--- config.mk ---
export PLATFORM = sky130hd
export DESIGN_NAME = div_iter
export DESIGN_NICKNAME = d
export VERILOG_FILES = /design/src/rtl/div_iter_pkg.sv /design/src/rtl/div_iter_step.sv /design/src/rtl/div_iter.sv
export SDC_FILE = /design/constraint.sdc
export NUM_CORES = 1
export LEC_CHECK = 0
export CELL_PAD_IN_SITES_DETAIL_PLACEMENT = 1
export CELL_PAD_IN_SITES_GLOBAL_PLACEMENT = 1
export CORE_ASPECT_RATIO = 1.4
export CORE_MARGIN = 4
export CORE_UTILIZATION = 46
export DETAILED_ROUTE_END_ITERATION = 10
export GPL_TIMING_DRIVEN = 0
export PLACE_DENSITY_LB_ADDON = 0.1
export SYNTH_ARGS = -nofsm -noshare
export SYNTH_HDL_FRONTEND = slang
export SYNTH_SLANG_ARGS = --single-unit
--- constraint.sdc ---
create_clock -name clk -period 14.2 [get_ports clk]
set_clock_uncertainty 0.15 [all_clocks]
set_input_delay 2.84 -clock clk [delete_from_list [all_inputs] [get_ports clk]]
set_output_delay 2.84 -clock clk [all_outputs]
set_load 0.05 [all_outputs]
--- src/rtl/div_iter_pkg.sv ---
`default_nettype none
// ============================================================================
// Module      : div_iter_pkg
// Description : Shared encodings for the iterative divider. Holds the FSM
//               state codes, the result-ready levels and the start/stop
//               request levels.
// Revision    : 1.0 - initial release
// ============================================================================
package div_iter_pkg;

    // FSM state encodings (2 bits)
    localparam logic [1:0] c_DIV_IDLE = 2'd0;
    localparam logic [1:0] c_DIV_ZERO = 2'd1;
    localparam logic [1:0] c_DIV_ON   = 2'd2;
    localparam logic [1:0] c_DIV_END  = 2'd3;

    // Result-valid levels
    localparam logic c_DIV_RESULT_READY     = 1'b1;
    localparam logic c_DIV_RESULT_NOT_READY = 1'b0;

    // Start request levels driven by EX
    localparam logic c_DIV_START = 1'b1;
    localparam logic c_DIV_STOP  = 1'b0;

endpackage : div_iter_pkg
`default_nettype wire

--- src/rtl/div_iter_step.sv ---
`default_nettype none
// ============================================================================
// Module      : div_step
// Description : One restoring-division iteration (combinational).
//               Shifts the next dividend bit into the partial remainder,
//               trial-subtracts the divisor and keeps the difference when it
//               is non-negative.
// Ports       : i_rem          - partial remainder (always < divisor)
//               i_divisor      - divisor magnitude
//               i_dividend_bit - next dividend bit, MSB first
//               o_rem          - updated partial remainder
//               o_quo_bit      - quotient bit produced by this iteration
// Revision    : 1.0 - initial release
// ============================================================================
module div_step #(
    parameter int WIDTH = 32
) (
    input  logic [WIDTH-1:0] i_rem,
    input  logic [WIDTH-1:0] i_divisor,
    input  logic             i_dividend_bit,
    output logic [WIDTH-1:0] o_rem,
    output logic             o_quo_bit
);

    // One extra bit so the shifted remainder never overflows.
    logic [WIDTH:0] w_shifted;
    logic [WIDTH:0] w_diff;

    assign w_shifted = {i_rem, i_dividend_bit};
    assign w_diff    = w_shifted - {1'b0, i_divisor};

    // MSB of the difference is the borrow: set means the trial went negative.
    // When negative, the shifted value is below the divisor, so its top bit
    // is zero and dropping it is lossless.
    assign o_quo_bit = ~w_diff[WIDTH];
    assign o_rem     = w_diff[WIDTH] ? w_shifted[WIDTH-1:0] : w_diff[WIDTH-1:0];

endmodule : div_step
`default_nettype wire

--- src/rtl/div_iter.sv ---
`default_nettype none
// ============================================================================
// Module      : div_iter
// Description : Multi-cycle restoring divider for the EX stage. Performs
//               signed (DIV) or unsigned (DIVU) division one quotient bit per
//               cycle, with divide-by-zero short cut, annul for flushed
//               instructions and a busy flag for stall generation.
// Ports       : clk        - clock, rising edge
//               rst        - synchronous active-high reset
//               start_i    - divide request, held until ready_o is seen
//               annul_i    - cancel current/requested divide (priority)
//               signed_i   - 1 = signed, 0 = unsigned (sampled with start)
//               opdata1_i  - dividend (sampled with start)
//               opdata2_i  - divisor  (sampled with start)
//               result_o   - {remainder, quotient} (HI:LO)
//               ready_o    - result valid
//               busy_o     - unit not idle
// Revision    : 1.0 - initial release
// ============================================================================
module div_iter #(
    parameter int WIDTH = 32
) (
    input  logic               clk,
    input  logic               rst,
    input  logic               start_i,
    input  logic               annul_i,
    input  logic               signed_i,
    input  logic [WIDTH-1:0]   opdata1_i,
    input  logic [WIDTH-1:0]   opdata2_i,
    output logic [2*WIDTH-1:0] result_o,
    output logic               ready_o,
    output logic               busy_o
);

    import div_iter_pkg::*;

    localparam int CNT_W = $clog2(WIDTH + 1);
    localparam logic [CNT_W-1:0] c_LAST_ITER = CNT_W'(WIDTH - 1);
    localparam logic [CNT_W-1:0] c_CNT_ONE   = CNT_W'(1);

    logic [1:0]       r_state;
    logic [1:0]       w_next_state;
    logic [CNT_W-1:0] r_cnt;
    logic [WIDTH-1:0] r_rem;
    // Dividend shifts out of the top while quotient bits shift into the
    // bottom; after WIDTH iterations this register holds the quotient.
    logic [WIDTH-1:0] r_dvd_quo;
    logic [WIDTH-1:0] r_dvs;
    logic             r_neg_quo;
    logic             r_neg_rem;

    logic             w_start_req;
    logic             w_dvd_neg;
    logic             w_dvs_neg;
    logic [WIDTH-1:0] w_abs_dvd;
    logic [WIDTH-1:0] w_abs_dvs;
    logic [WIDTH-1:0] w_step_rem;
    logic             w_quo_bit;
    logic [WIDTH-1:0] w_quo_raw;
    logic [WIDTH-1:0] w_quo_fix;
    logic [WIDTH-1:0] w_rem_fix;

    assign w_start_req = (start_i == c_DIV_START) && !annul_i;

    // Operand magnitudes; only negative signed operands are negated.
    assign w_dvd_neg = signed_i & opdata1_i[WIDTH-1];
    assign w_dvs_neg = signed_i & opdata2_i[WIDTH-1];
    assign w_abs_dvd = w_dvd_neg ? -opdata1_i : opdata1_i;
    assign w_abs_dvs = w_dvs_neg ? -opdata2_i : opdata2_i;

    div_step #(
        .WIDTH (WIDTH)
    ) u_div_step (
        .i_rem          (r_rem),
        .i_divisor      (r_dvs),
        .i_dividend_bit (r_dvd_quo[WIDTH-1]),
        .o_rem          (w_step_rem),
        .o_quo_bit      (w_quo_bit)
    );

    // Final-iteration values with sign fix-up applied. MIN / -1 falls out
    // naturally: |MIN| is MIN as an unsigned value and negating it wraps
    // back to MIN.
    assign w_quo_raw = {r_dvd_quo[WIDTH-2:0], w_quo_bit};
    assign w_quo_fix = r_neg_quo ? -w_quo_raw  : w_quo_raw;
    assign w_rem_fix = r_neg_rem ? -w_step_rem : w_step_rem;

    // Next-state logic
    always_comb begin
        w_next_state = r_state;
        case (r_state)
            c_DIV_IDLE: begin
                if (w_start_req) begin
                    w_next_state = (opdata2_i == '0) ? c_DIV_ZERO : c_DIV_ON;
                end
            end
            c_DIV_ZERO: begin
                w_next_state = annul_i ? c_DIV_IDLE : c_DIV_END;
            end
            c_DIV_ON: begin
                if (annul_i) begin
                    w_next_state = c_DIV_IDLE;
                end else if (r_cnt == c_LAST_ITER) begin
                    w_next_state = c_DIV_END;
                end
            end
            c_DIV_END: begin
                if (annul_i || (start_i == c_DIV_STOP)) begin
                    w_next_state = c_DIV_IDLE;
                end
            end
            default: w_next_state = c_DIV_IDLE;
        endcase
    end

    // State register and registered flags
    always_ff @(posedge clk) begin
        if (rst) begin
            r_state <= c_DIV_IDLE;
            ready_o <= c_DIV_RESULT_NOT_READY;
            busy_o  <= 1'b0;
        end else begin
            r_state <= w_next_state;
            ready_o <= (w_next_state == c_DIV_END) ? c_DIV_RESULT_READY
                                                    : c_DIV_RESULT_NOT_READY;
            busy_o  <= (w_next_state != c_DIV_IDLE);
        end
    end

    // Datapath: operand capture, iteration and result update
    always_ff @(posedge clk) begin
        if (rst) begin
            r_cnt     <= '0;
            r_rem     <= '0;
            r_dvd_quo <= '0;
            r_dvs     <= '0;
            r_neg_quo <= 1'b0;
            r_neg_rem <= 1'b0;
            result_o  <= '0;
        end else begin
            case (r_state)
                c_DIV_IDLE: begin
                    if (w_start_req && (opdata2_i != '0)) begin
                        r_cnt     <= '0;
                        r_rem     <= '0;
                        r_dvd_quo <= w_abs_dvd;
                        r_dvs     <= w_abs_dvs;
                        r_neg_quo <= w_dvd_neg ^ w_dvs_neg;
                        r_neg_rem <= w_dvd_neg;
                    end
                end
                c_DIV_ZERO: begin
                    if (!annul_i) begin
                        result_o <= '0;
                    end
                end
                c_DIV_ON: begin
                    if (!annul_i) begin
                        r_rem     <= w_step_rem;
                        r_dvd_quo <= w_quo_raw;
                        r_cnt     <= r_cnt + c_CNT_ONE;
                        if (r_cnt == c_LAST_ITER) begin
                            result_o <= {w_rem_fix, w_quo_fix};
                        end
                    end
                end
                default: ;
            endcase
        end
    end

endmodule : div_iter
`default_nettype wire

==> impl_results.md <==
- Initial antenna violation count: 0
- Wirelength per Cell: 22.67 um
- Placement Cell Area: 13390 sq um
- Crit Path Category: in -> reg
- Final Wtd Congestion: 0.9561
- Starting DRC count in detailed routing: 663
- Mapped Nets: 1599
- Largest net degree at the start of global routing: 19
- Final setup violation count: 0
- Tcrit/Tclk final: 0.4759
- Hold WC Path Type: reg -> reg
- Vias in the first global route: 12980
- Yosys reg bits: 172
- Placed insts: 1940
- Die extent in y: 196.4 um
- Min Tclk post-route: 6757 ps
- Most frequent cells in the layout: 194 x nor2_1, 172 x dfxtp_1, 146 x nand2_1
- Commonest non-fill, non-tap cell in the layout: nor2_1
- Layout Cells excl Fill: 1972
- Relative slew slack: 0.4161
- Maximum root-to-sink buffer count: 2
- Yosys cell types: 88
- Total number of vias: 12110
- Tot Pwr: 1.273 mW
- Final Hold Violating Endpoints: 0
- First-pass GRT wire length: 69810 um
- Top post-synthesis cells by area: dfxtp_1 30%, nor2_1 6.2%, xnor2_1 5.6%, nand2_1 4.7%, xor2_1 4.6%
- FP Rows: 68
- Cell taking the most area after synthesis: dfxtp_1
- CP required: 14430 ps
- Number of gates resized after cts: 0
- RSZ-0062 raised after global routing: no
- Share of the synthesized area in the top cell type: 0.2951
- Status: complete, no violations
- DRT antenna net count: 0
- DP Wirelength: 35130 um
- Total CTS buffers: 17
- Root Buffer: clkbuf_16
- Mapped cell area: 11670 sq um
- Htree depth: 4
- GRT overflow: 0
- Drt total wl: 44710 um
- Critical Path AT: 6980 ps
- Cell area after layout: 13970 sq um
- Count of flip-flops with a built-in enable after synthesis: 0
- Worst-Margin Slew: 869.1 ps
- Ant diodes: 0
- I/O Buffers: 133
- TNS Setup: 0 ps
- DR pass1 iterations: 5
- Syn avg cell area: 7.820 sq um
- Total GRT Usage: 0.3150
- Post-layout nets: 1751
- Crit start category: input port
- Core area: 24840 sq um
- Vias per inst: 6.142
- Crit. End Element: flip-flop
- CTS tree: yes
- Ys Warns: 0
- VDD IR-drop max: 0.09230 mV
- Area growth syn-to-layout: 19.74%
- Post-CTS Setup Repair Bufs: 0
- FMAX: 0.1480 GHz
- Initial Utilization: 0.4696
- Sequential area share after synthesis: 0.2951
- Synth Flop Type: dfxtp_1
- DRC viols: 0
- Post-CTS Hold Buffers: 0
- Die ar.: 28010 sq um
- Hold Slack: 310.7 ps
- # IOs: 135
- Die width: 142.6 um
- Synth Instances: 1492
- PwrDens: 91.13 nW/um^2
- Pleak: 5.133 nW
- CTS sink cnt: 172
- Fin. max-slew vios: 0
- Post-synth ARST share: 0
- Share of layout cells above drive strength 1: 0.05613
- CP max FO: 10
- Clk_lat worst skew: 450 ps
- Clock-pin slew on the worst setup and hold paths: 70 ps
- # Max-Cap Violations: 0
synthesized netlist by cell type (10+ instances only):
cell / count
a211oi_1: 36
a21oi_1: 106
a22o_1: 30
a22oi_1: 30
a31oi_1: 34
and3_1: 10
clkbuf_1: 65
dfxtp_1: 172
ha_1: 37
inv_1: 57
mux2i_1: 34
nand2_1: 146
nand3_1: 26
nor2_1: 194
nor3_1: 35
nor4_1: 14
o211ai_1: 34
o21ai_0: 62
o31ai_1: 20
o41ai_1: 16
or3_1: 21
or4_1: 10
xnor2_1: 74
xor2_1: 61
worst max-delay path, cell delays in order:
cell             delay [ps]
clkdlybuf4s50_1         440
inv_1                    90
ha_1                    200
and3_1                  230
nand2_1                 150
or3_1                   470
nor4_1                  670
nand2_1                 220
and2_1                  200
clkbuf_1                220
nor2_1                  620
buf_2                   390
nand2_1                 100
a21oi_1                 140
worst paths after layout:
| path | start | to | slack [ps] | cells past startpoint |
|---|---|---|---|---|
| setup / recovery | opdata2_i[0] | r_dvd_quo[10] | 7440 | 14 |
| hold / removal | r_dvs[18] | r_dvs[18] | 310 | 2 |
| setup reg to reg | r_dvd_quo[31] | result_o[60] | 8230 | 22 |
| hold reg to reg | r_dvs[18] | r_dvs[18] | 310 | 2 |
where the power goes:
group | switching (mW) | leakage, nW | internal, mW | total (mW)
clock network | 0.238 | 0.281 | 0.234 | 0.472
registers | 0.0130 | 1.40 | 0.495 | 0.508
logic | 0.186 | 3.46 | 0.107 | 0.293
total | 0.437 | 5.13 | 0.836 | 1.27
cell type report:
cell class	instances	area (sq um)
Fill cell	3108	10870
Buffer	89	451.7
Clock buffer	17	425.4
Multi-Input combinational cell	1173	7552
Timing Repair Buffer	133	1331
Sequential cell	172	3443
Clock inverter	15	152.6
Inverter	58	220.2
Tap cell	315	394.1
through the flow:
| step | util | setup slack, ps |
|---|---|---|
| floorplan | - | 8682 |
| global placement | 0.5391 | 7174 |
| detailed placement | 0.5391 | 7062 |
| CTS | 0.5623 | 7488 |
| global route | 0.5623 | 7107 |
| finish | 0.5623 | 7443 |
layer usage:
metal / track usage / up-vias / wire length (um)
li1: - / 5721 / -
met1: 0.3459 / 5951 / 17480
met2: 0.5632 / 305 / 22800
met3: 0.03956 / 135 / 1319
met4: 0.2036 / 0 / 3106
met5: 0 / - / 0
sequential cells by signal, indices dropped and copies added (netlist names):
register and count:
r_rem 32, r_cnt 6, r_state 2, busy_o 1
r_dvs 32, r_neg_quo 1, ready_o 1, r_dvd_quo 32
r_neg_rem 1, result_o 64
cell families (layout without fill, tap and decap cells):
| family | Yosys count | count (layout) | synth area share |
|---|---|---|---|
| muxes | 37 | 37 | 0.03324 |
| xor gates and xnor gates | 135 | 135 | 0.1013 |
| buffers and inverters | 147 | 312 | 0.05759 |
| adders and majority gates | 38 | 38 | 0.04139 |
| DFF | 172 | 172 | 0.2951 |
| and+or+nand+nor | 512 | 512 | 0.2024 |
| AOI/OAI and AO/OA | 451 | 451 | 0.2690 |
No activity file was read; power rests on OpenSTA's default activity.
